## src/rtl/dbus_arb_pkg.sv

```systemverilog
// Shared types and constants for the two-master D-bus arbiter.
package dbus_arb_pkg;

    typedef enum logic {
        IDLE = 1'b0,
        WAIT = 1'b1
    } arb_state_t;

    localparam logic M_CORE = 1'b0;
    localparam logic M_DBG  = 1'b1;

    localparam logic TT_READ  = 1'b0;
    localparam logic TT_WRITE = 1'b1;

    localparam logic [1:0] TS_BYTE     = 2'd0;
    localparam logic [1:0] TS_HALFWORD = 2'd1;
    localparam logic [1:0] TS_WORD     = 2'd2;

endpackage

```

## src/rtl/dbus_arbiter_rr_pick2.sv

```systemverilog
// Two-way round-robin winner: a tie goes to the master that was not granted last.
module dbus_arbiter_rr_pick2 (
    input  logic [1:0] req,
    input  logic       last_grant,
    output logic       gnt,
    output logic       any
);
    always_comb begin
        any = |req;
        gnt = (req == 2'b11) ? ~last_grant : req[1];
    end
endmodule

```

## src/rtl/dbus_arbiter.sv

```systemverilog
// Arbitrates core0 data port (m0) and debug SBA (m1) onto the single D-bus
// slave path, one outstanding transaction, with timeout-forced completion.
module dbus_arbiter
    import dbus_arb_pkg::*;
#(
    parameter int AW             = 32,
    parameter int DW             = 32,
    parameter int TIMEOUT_CYCLES = 64,
    localparam int CNT_W         = $clog2(TIMEOUT_CYCLES)
) (
    input  logic          clk,
    input  logic          rst,
    input  logic          m0_req,
    input  logic [AW-1:0] m0_addr,
    input  logic          m0_ttype,
    input  logic [1:0]    m0_tsize,
    input  logic [DW-1:0] m0_wdata,
    output logic [DW-1:0] m0_rdata,
    output logic          m0_done,
    output logic          m0_err,
    input  logic          m1_req,
    input  logic [AW-1:0] m1_addr,
    input  logic          m1_ttype,
    input  logic [1:0]    m1_tsize,
    input  logic [DW-1:0] m1_wdata,
    output logic [DW-1:0] m1_rdata,
    output logic          m1_done,
    output logic          m1_err,
    output logic          s_bstart,
    output logic [AW-1:0] s_addr,
    output logic          s_ttype,
    output logic [1:0]    s_tsize,
    output logic [DW-1:0] s_wdata,
    input  logic [DW-1:0] s_rdata,
    input  logic          s_done,
    output logic          s_abort,
    output logic          owner
);
    arb_state_t    state_q, state_d;
    logic          last_grant_q, last_grant_d;
    logic          owner_q, owner_d;
    logic [CNT_W-1:0] cnt_q, cnt_d;
    logic          s_bstart_q, s_bstart_d;
    logic          s_abort_q, s_abort_d;
    logic [AW-1:0] s_addr_q, s_addr_d;
    logic          s_ttype_q, s_ttype_d;
    logic [1:0]    s_tsize_q, s_tsize_d;
    logic [DW-1:0] s_wdata_q, s_wdata_d;
    logic          m0_done_q, m0_done_d, m1_done_q, m1_done_d;
    logic          m0_err_q, m0_err_d, m1_err_q, m1_err_d;
    logic [DW-1:0] m0_rdata_q, m0_rdata_d, m1_rdata_q, m1_rdata_d;
    logic          gnt, any;
    logic          fin;
    logic          fin_err;
    logic [DW-1:0] fin_rdata;

    dbus_arbiter_rr_pick2 u_pick (
        .req        ({m1_req, m0_req}),
        .last_grant (last_grant_q),
        .gnt        (gnt),
        .any        (any)
    );

    always_comb begin
        state_d      = state_q;
        last_grant_d = last_grant_q;
        owner_d      = owner_q;
        cnt_d        = cnt_q;
        s_bstart_d   = 1'b0;
        s_abort_d    = 1'b0;
        s_addr_d     = s_addr_q;
        s_ttype_d    = s_ttype_q;
        s_tsize_d    = s_tsize_q;
        s_wdata_d    = s_wdata_q;
        fin          = 1'b0;
        fin_err      = 1'b0;
        fin_rdata    = '0;

        case (state_q)
            IDLE: begin
                if (any) begin
                    owner_d    = gnt;
                    s_addr_d   = gnt ? m1_addr  : m0_addr;
                    s_ttype_d  = gnt ? m1_ttype : m0_ttype;
                    s_tsize_d  = gnt ? m1_tsize : m0_tsize;
                    s_wdata_d  = gnt ? m1_wdata : m0_wdata;
                    s_bstart_d = 1'b1;
                    cnt_d      = '0;
                    state_d    = WAIT;
                end
            end
            WAIT: begin
                // A completion arriving on the timeout cycle still counts as normal.
                if (s_done) begin
                    fin       = 1'b1;
                    fin_rdata = (s_ttype_q == TT_WRITE) ? '0 : s_rdata;
                end else if (cnt_q == CNT_W'(TIMEOUT_CYCLES - 1)) begin
                    fin       = 1'b1;
                    fin_err   = 1'b1;
                    s_abort_d = 1'b1;
                end else begin
                    cnt_d = cnt_q + CNT_W'(1);
                end
                if (fin) begin
                    last_grant_d = owner_q;
                    state_d      = IDLE;
                end
            end
            default: state_d = IDLE;
        endcase

        m0_done_d  = fin && (owner_q == M_CORE);
        m1_done_d  = fin && (owner_q == M_DBG);
        m0_err_d   = m0_done_d && fin_err;
        m1_err_d   = m1_done_d && fin_err;
        m0_rdata_d = m0_done_d ? fin_rdata : m0_rdata_q;
        m1_rdata_d = m1_done_d ? fin_rdata : m1_rdata_q;
    end

    always_ff @(posedge clk) begin
        if (rst) begin
            state_q      <= IDLE;
            last_grant_q <= M_DBG;
            owner_q      <= 1'b0;
            cnt_q        <= '0;
            s_bstart_q   <= 1'b0;
            s_abort_q    <= 1'b0;
            s_addr_q     <= '0;
            s_ttype_q    <= 1'b0;
            s_tsize_q    <= 2'd0;
            s_wdata_q    <= '0;
            m0_done_q    <= 1'b0;
            m1_done_q    <= 1'b0;
            m0_err_q     <= 1'b0;
            m1_err_q     <= 1'b0;
            m0_rdata_q   <= '0;
            m1_rdata_q   <= '0;
        end else begin
            state_q      <= state_d;
            last_grant_q <= last_grant_d;
            owner_q      <= owner_d;
            cnt_q        <= cnt_d;
            s_bstart_q   <= s_bstart_d;
            s_abort_q    <= s_abort_d;
            s_addr_q     <= s_addr_d;
            s_ttype_q    <= s_ttype_d;
            s_tsize_q    <= s_tsize_d;
            s_wdata_q    <= s_wdata_d;
            m0_done_q    <= m0_done_d;
            m1_done_q    <= m1_done_d;
            m0_err_q     <= m0_err_d;
            m1_err_q     <= m1_err_d;
            m0_rdata_q   <= m0_rdata_d;
            m1_rdata_q   <= m1_rdata_d;
        end
    end

    always_ff @(posedge clk) begin
        if (!rst) begin
            assert (!(m0_done_q && m1_done_q));
            assert (!(state_q == WAIT && s_bstart_d));
        end
    end

    assign s_bstart = s_bstart_q;
    assign s_abort  = s_abort_q;
    assign s_addr   = s_addr_q;
    assign s_ttype  = s_ttype_q;
    assign s_tsize  = s_tsize_q;
    assign s_wdata  = s_wdata_q;
    assign owner    = owner_q;
    assign m0_done  = m0_done_q;
    assign m1_done  = m1_done_q;
    assign m0_err   = m0_err_q;
    assign m1_err   = m1_err_q;
    assign m0_rdata = m0_rdata_q;
    assign m1_rdata = m1_rdata_q;
endmodule

```

## config.mk

```make
export PLATFORM = sky130hd
export DESIGN_NAME = dbus_arbiter
export DESIGN_NICKNAME = d
export VERILOG_FILES = /design/src/rtl/dbus_arb_pkg.sv /design/src/rtl/dbus_arbiter_rr_pick2.sv /design/src/rtl/dbus_arbiter.sv
export SDC_FILE = /design/constraint.sdc
export NUM_CORES = 1
export LEC_CHECK = 0
export ABC_AREA = 1
export CAP_MARGIN = 5
export CORE_MARGIN = 3
export CORE_UTILIZATION = 40
export DETAILED_ROUTE_END_ITERATION = 6
export PLACE_DENSITY = 0.89
export RECOVER_POWER = 50
export SLEW_MARGIN = 10
export SYNTH_ARGS = -nofsm -noshare
export SYNTH_HDL_FRONTEND = slang
export SYNTH_HIERARCHICAL = 1
export SYNTH_SLANG_ARGS = --single-unit
```

## constraint.sdc

```tcl
create_clock -name clk -period 2 [get_ports clk]
set_input_delay 0.4 -clock clk [delete_from_list [all_inputs] [get_ports clk]]
set_output_delay 0.4 -clock clk [all_outputs]
set_load 0.005 [all_outputs]
```

* Word level (Yosys, flattened, before mapping)
Cells that the tools add are included.
** Word-level totals
- Flip-flop bits (word level) :: 146
- Bits of input ports :: 171
- Output and inout bits :: 138
- Word-level logic and storage cells :: 55
** Operators by class
- Add/subtract/negate cells :: 1
- Eq/ne operators :: 5
- Muxes and demuxes :: 21
- Bitwise operators :: 3
- Reduce and logical (&&, ||, !) cells :: 9
** Operators by type and width (number)
- 32-bit 2-to-1 mux :: 5
- 6-bit 2-to-1 mux :: 3
- 6-bit one-hot mux with 2 select lines :: 1
- 1-bit 2-to-1 mux :: 10
- 6-bit by 1-bit adder with 6-bit output (second input constant) :: 1
- 6-bit equality test (second input constant) :: 1
- 2-bit != test (second input constant) :: 3
- 1-bit logical AND :: 4
- 2-bit AND reduction :: 2
- 2-bit OR reduction :: 2
- 1-bit inverter :: 3
- 3-bit AND reduction :: 1
- 2-bit equality test (second input constant) :: 1
- 2-bit 2-to-1 mux :: 1
- 1-bit one-hot mux with 2 select lines :: 1

* Logic depth before layout (Yosys ltp)
- Depth after elaboration :: 7
- Depth in mapped cells :: 8
- Mapped depth without buffers :: 8

* By module
Netlist, hierarchy kept.
** Modules (own cells, without submodules)
- dbus_arbiter :: times used 1, cells an instance 878, area an instance 6122.1 µm², seq. area each 2922.8 µm²
- dbus_arbiter_rr_pick2 :: times used 1, cells an instance 3, area an instance 15.0 µm², seq. area each 0.0 µm²

* Worst setup path after synthesis
Ideal clock, no wire load.
- Path type :: flip-flop to flip-flop
- Start :: register cnt_q[0]
- End :: register m0_rdata_q[10], in the netlist m0_rdata[10]
- Library setup time :: 113 ps
- Data arrival time :: 1509 ps
- Required time :: 1887 ps
- Setup slack :: 378 ps
- Cell stages (with the launch flop) :: 9
- Buffers on the path :: 2
- Clock period less this slack :: 1622 ps
- Path through :: dfxtp_1 ha_1 nand2_2 o21bai_4 nand3_2 buf_2 buf_2 nor2_1 nor2_1
** On the way
- Cells in the longest elaborated chain, start to end :: 6
** RTL lines
- start, declared :: line dbus_arbiter.sv:42 : logic [CNT_W-1:0] cnt_q, cnt_d;
- start signal, assigned :: line dbus_arbiter.sv:142 : cnt_q <= cnt_d;
- 6-bit equality test :: line dbus_arbiter.sv:97 : end else if (cnt_q == CNT_W'(TIMEOUT_CYCLES - 1)) begin
- 1-bit 2-to-1 mux :: line dbus_arbiter.sv:97
- 1-bit 2-to-1 mux :: line dbus_arbiter.sv:94 : if (s_done) begin
- 1-bit 2-to-1 mux (2 in series) :: line dbus_arbiter.sv:79 : case (state_q)
- 1-bit logical AND :: line dbus_arbiter.sv:112 : m0_done_d = fin && (owner_q == M_CORE);
- end signal, assigned :: line dbus_arbiter.sv:153 : m0_rdata_q <= m0_rdata_d;
- end, declared :: line dbus_arbiter.sv:51 : logic [DW-1:0] m0_rdata_q, m0_rdata_d, m1_rdata_q, m1_rdata_d;
No other way between the ends. The select of a mux whose other input is x is not followed.
A chain may end at the register's enable or synchronous reset.

* Worst setup path after layout
- Start :: register cnt_q[0]
- End :: register m1_rdata_q[17], in the netlist m1_rdata[17]
** On the way
- Cells in the longest elaborated chain, start to end :: 6
** RTL lines
- 6-bit equality test :: line dbus_arbiter.sv:97
- 1-bit 2-to-1 mux :: line dbus_arbiter.sv:97
- 1-bit 2-to-1 mux :: line dbus_arbiter.sv:94
- 1-bit 2-to-1 mux (2 in series) :: line dbus_arbiter.sv:79
- 1-bit logical AND :: line dbus_arbiter.sv:113 : m1_done_d = fin && (owner_q == M_DBG);
- end signal, assigned :: line dbus_arbiter.sv:154 : m1_rdata_q <= m1_rdata_d;
- end, declared :: line dbus_arbiter.sv:51
No other way between the ends. The select of a mux whose other input is x is not followed.

==> flow_summary_export.csv <==
group,metric,value,unit
logic_synthesis,synthTopCellsByCount,"nand2_1, dfxtp_1, a21oi_1, inv_1, nor2_1",
cts,clk_pin_slew_worst_paths,0.06,ns
power,totalPowerFinal,7.636,mW
die,initial_core_util,41.60,%
route,totalWireLength,21390,um
logic_synthesis,synthAdderAreaFrac,0.2039,%
die,rows,44,
placed_design,dpl.hpwl,15490,um
timing,setup_violations,0,
cts,cts_sinks,146,
layout,drive_gt1_share,6.050,%
logic_synthesis,yosysUniqueCellTypes,25,
critical_path,startpoint_type,"register",
placed_design,io_buffers,308,
logic_synthesis,synthArstFlopShare,0,%
logic_synthesis,synth_compound_area_share,17.84,%
grt,grt_pass1_vias,6745,
min_path,hold_path_class,"reg -> reg",
die,core_area,14750,sq um
logic_synthesis,synthMuxAreaShare,0,%
route,routed_via_density,5.111,
critical_path,worstSetupEndpointType,"register",
power,vdd_drop_max,0.6316,mV
layout,nets,1349,
route,final_antenna_net_count,0,
logic_synthesis,synth_edf_count,0,
die,die_h,129.9,um
logic_synthesis,synthCells,881,
layout,areaGrowthSynthToFinish,64.24,%
layout,post-route-util,68.32,%
logic_synthesis,ys_seq_elements,146,
min_path,min_from,"m1_rdata[5]",
logic_synthesis,syn_area,6137,sq um
grt,overflow,0,
route,first_pass_iters,4,
critical_path,r2r_cells,8,
die,num_io_pins,309,
logic_synthesis,synth_top_family_by_area,"simple AND/OR/NAND/NOR gates",
logic_synthesis,synth_ff_type,"dfxtp_1",
logic_synthesis,seq_area_frac_synth,47.62,%
timing,timing.fmax,550.1,MHz
min_path,whs_endpoint,"m1_rdata[5]",
die,die_area,16860,sq um
timing,tightest_slew,0.6450,ns
power,leakagePower,4.564,nW
cts,insertion_delay,0.42,ns
logic_synthesis,synth_area_leaders,"dfxtp_1, nand2_1, a21oi_1",
critical_path,path_common_cell,"nand2_1",
grt,grtUsageTotal,24.57,%
logic_synthesis,yosys.area_share.simple,24.85,%
critical_path,ff2ff_setup_slack,0.18,ns
layout,diodes,0,
cts,cts_root_buf,"clkbuf_16",
timing,finalClockSkew,0.007675,ns
logic_synthesis,yosys_warnings,6,
logic_synthesis,avgSynthCellArea,6.966,sq um
placed_design,dp_slack,-0.08913,ns
timing,max_slew_margin,57.00,%
cts,post-cts-setup-buffer-count,0,
timing,period_share,90.90,%
critical_path,crit_path_top_delay_cell,"dfxtp_1",
logic_synthesis,synthXorXnorAreaFrac,0,%
status,status,"complete, no violations",
power,power_density,757.6,nW/um^2
route,vias,7022,
timing,rsz0062_at_grt,"yes",
timing,layout_setup_ws,0.1821,ns
grt,antenna_found_initial,0,
timing,drv_slew,0,
min_path,whs_path_depth,2,
placed_design,gp_congestion,0.8598,
job,drv_cap,0,
layout,final_cell_area,10080,sq um
cts,cts_tree,"yes",
route,wl_per_cell,15.56,um
critical_path,worstPathArrival,2.18,ns
logic_synthesis,synth_area_leader_cell,"dfxtp_1",
grt,grt_max_degree,105,
critical_path,path_max_fanout,9,
critical_path,max_stage_delay,0.40,ns
die,die_x,129.9,um
timing,hold_viol,0,
placed_design,place_area,9553,sq um
grt,grt_pass1_wl,33090,um
cts,h-tree-depth,4,
critical_path,r2r-start,"cnt_q[0]",
timing,fin_crit,1.818,ns
route,drc,0,
critical_path,worstPathCellList,"ha_1, nand2_2, o21bai_4, nand3_4, nor2_4, buf_4, nand2_1, nand2_1",
cts,numCtsBuffers,17,
route,drt_iter0_markers,452,
logic_synthesis,synth_top_cell_area_share,47.62,%
critical_path,crit_required,2.36,ns
critical_path,path_class,"reg -> reg",
logic_synthesis,yosysMostFrequentCell,"nand2_1",
critical_path,reg2reg_to,"m1_rdata[17]",
cts,clock_path_buffers,2,
logic_synthesis,syn_nets,1053,
power by group:
| part | internal [mW] | total [mW] | switching (mW) |
|---|---|---|---|
| clock | 1.61 | 2.87 | 1.26 |
| combinational | 0.857 | 1.54 | 0.682 |
| sequential | 3.11 | 3.22 | 0.115 |
logic make-up after synthesis:
| group | Yosys count |
|---|---|
| AND/OR/NAND/NOR | 368 |
| AO/OA/AOI/OAI | 216 |
| buffers and inverters | 150 |
| flip-flops | 146 |
| adder cells (fa/ha/maj) | 1 |
worst max-delay path by stage:
stage | startpoint | end | cells after the start
after floorplan | cnt_q[0] | m0_rdata[10] | 8
after global placement | m1_req | s_addr[14] | 7
after detailed placement | m0_req | s_addr[3] | 7
after CTS | cnt_q[0] | m0_rdata[11] | 7
after global routing | cnt_q[0] | m1_rdata[17] | 8
final | cnt_q[0] | m1_rdata[17] | 8
per-stage QoR:
step / setup TNS [ns] / cells / hold slack [ns]
after floorplan: 0 / 881 / 0.4415
after global placement: 0 / 1342 / 0.4560
after detailed placement: -1.667 / 1342 / 0.4604
after CTS: 0 / 1374 / 0.4705
after global routing: -0.002933 / 1374 / 0.4827
final: 0 / 1374 / 0.4679
cell type report:
cell class,count,area (sq um)
Fill cell,1189,4674
Clock buffer,19,442.9
Multi-Input combinational cell,585,2649
Clock inverter,13,86.33
Timing Repair Buffer,340,3420
Sequential cell,146,2924
Tap cell,184,230.2
Inverter,87,327.8
timing repair:
item | in CTS | in global routing
hold buffers | 0 | 0
setup endpoints to repair | 0 | 12
resized for setup | 0 | 2
critical path, delay by kind of cell (launching register included):
kind            cells  cell delay (ns)
buf+inv             1             0.22
simple gates        5             0.62
fa+ha+maj           1             0.25
flops               1             0.40
compound gates      1             0.28
cell usage in the layout (no fill, tap or decap), types with 2 or more instances in the layout:
cell type / n
a21oi_1: 143
buf_12: 8
buf_4: 22
clkbuf_1: 2
clkbuf_16: 17
clkdlybuf4s50_1: 297
clkinv_2: 7
clkinvlp_4: 4
dfxtp_1: 145
dlygate4sd3_1: 11
inv_1: 85
inv_6: 2
nand2_1: 212
nand3_1: 62
nand3_4: 2
nand4_1: 8
nor2_1: 78
o21ai_0: 70
metal layers:
| layer | vias up | part of all wire (%) | track usage [%] |
|---|---|---|---|
| met5 | - | 0 | 0 |
| met4 | 0 | 4.1 | 11.86 |
| met3 | 53 | 9.4 | 8.023 |
| met2 | 333 | 49 | 43.01 |
| met1 | 3222 | 37 | 26.82 |
| li1 | 3414 | - | - |
flip-flops by register name (all words and copies together) (netlist names), 2 cells and up:
register  count
m0_rdata     32
s_wdata      32
s_addr       32
cnt_q         6
m1_rdata     32
s_tsize       2
(Power assumes the default switching activity.)
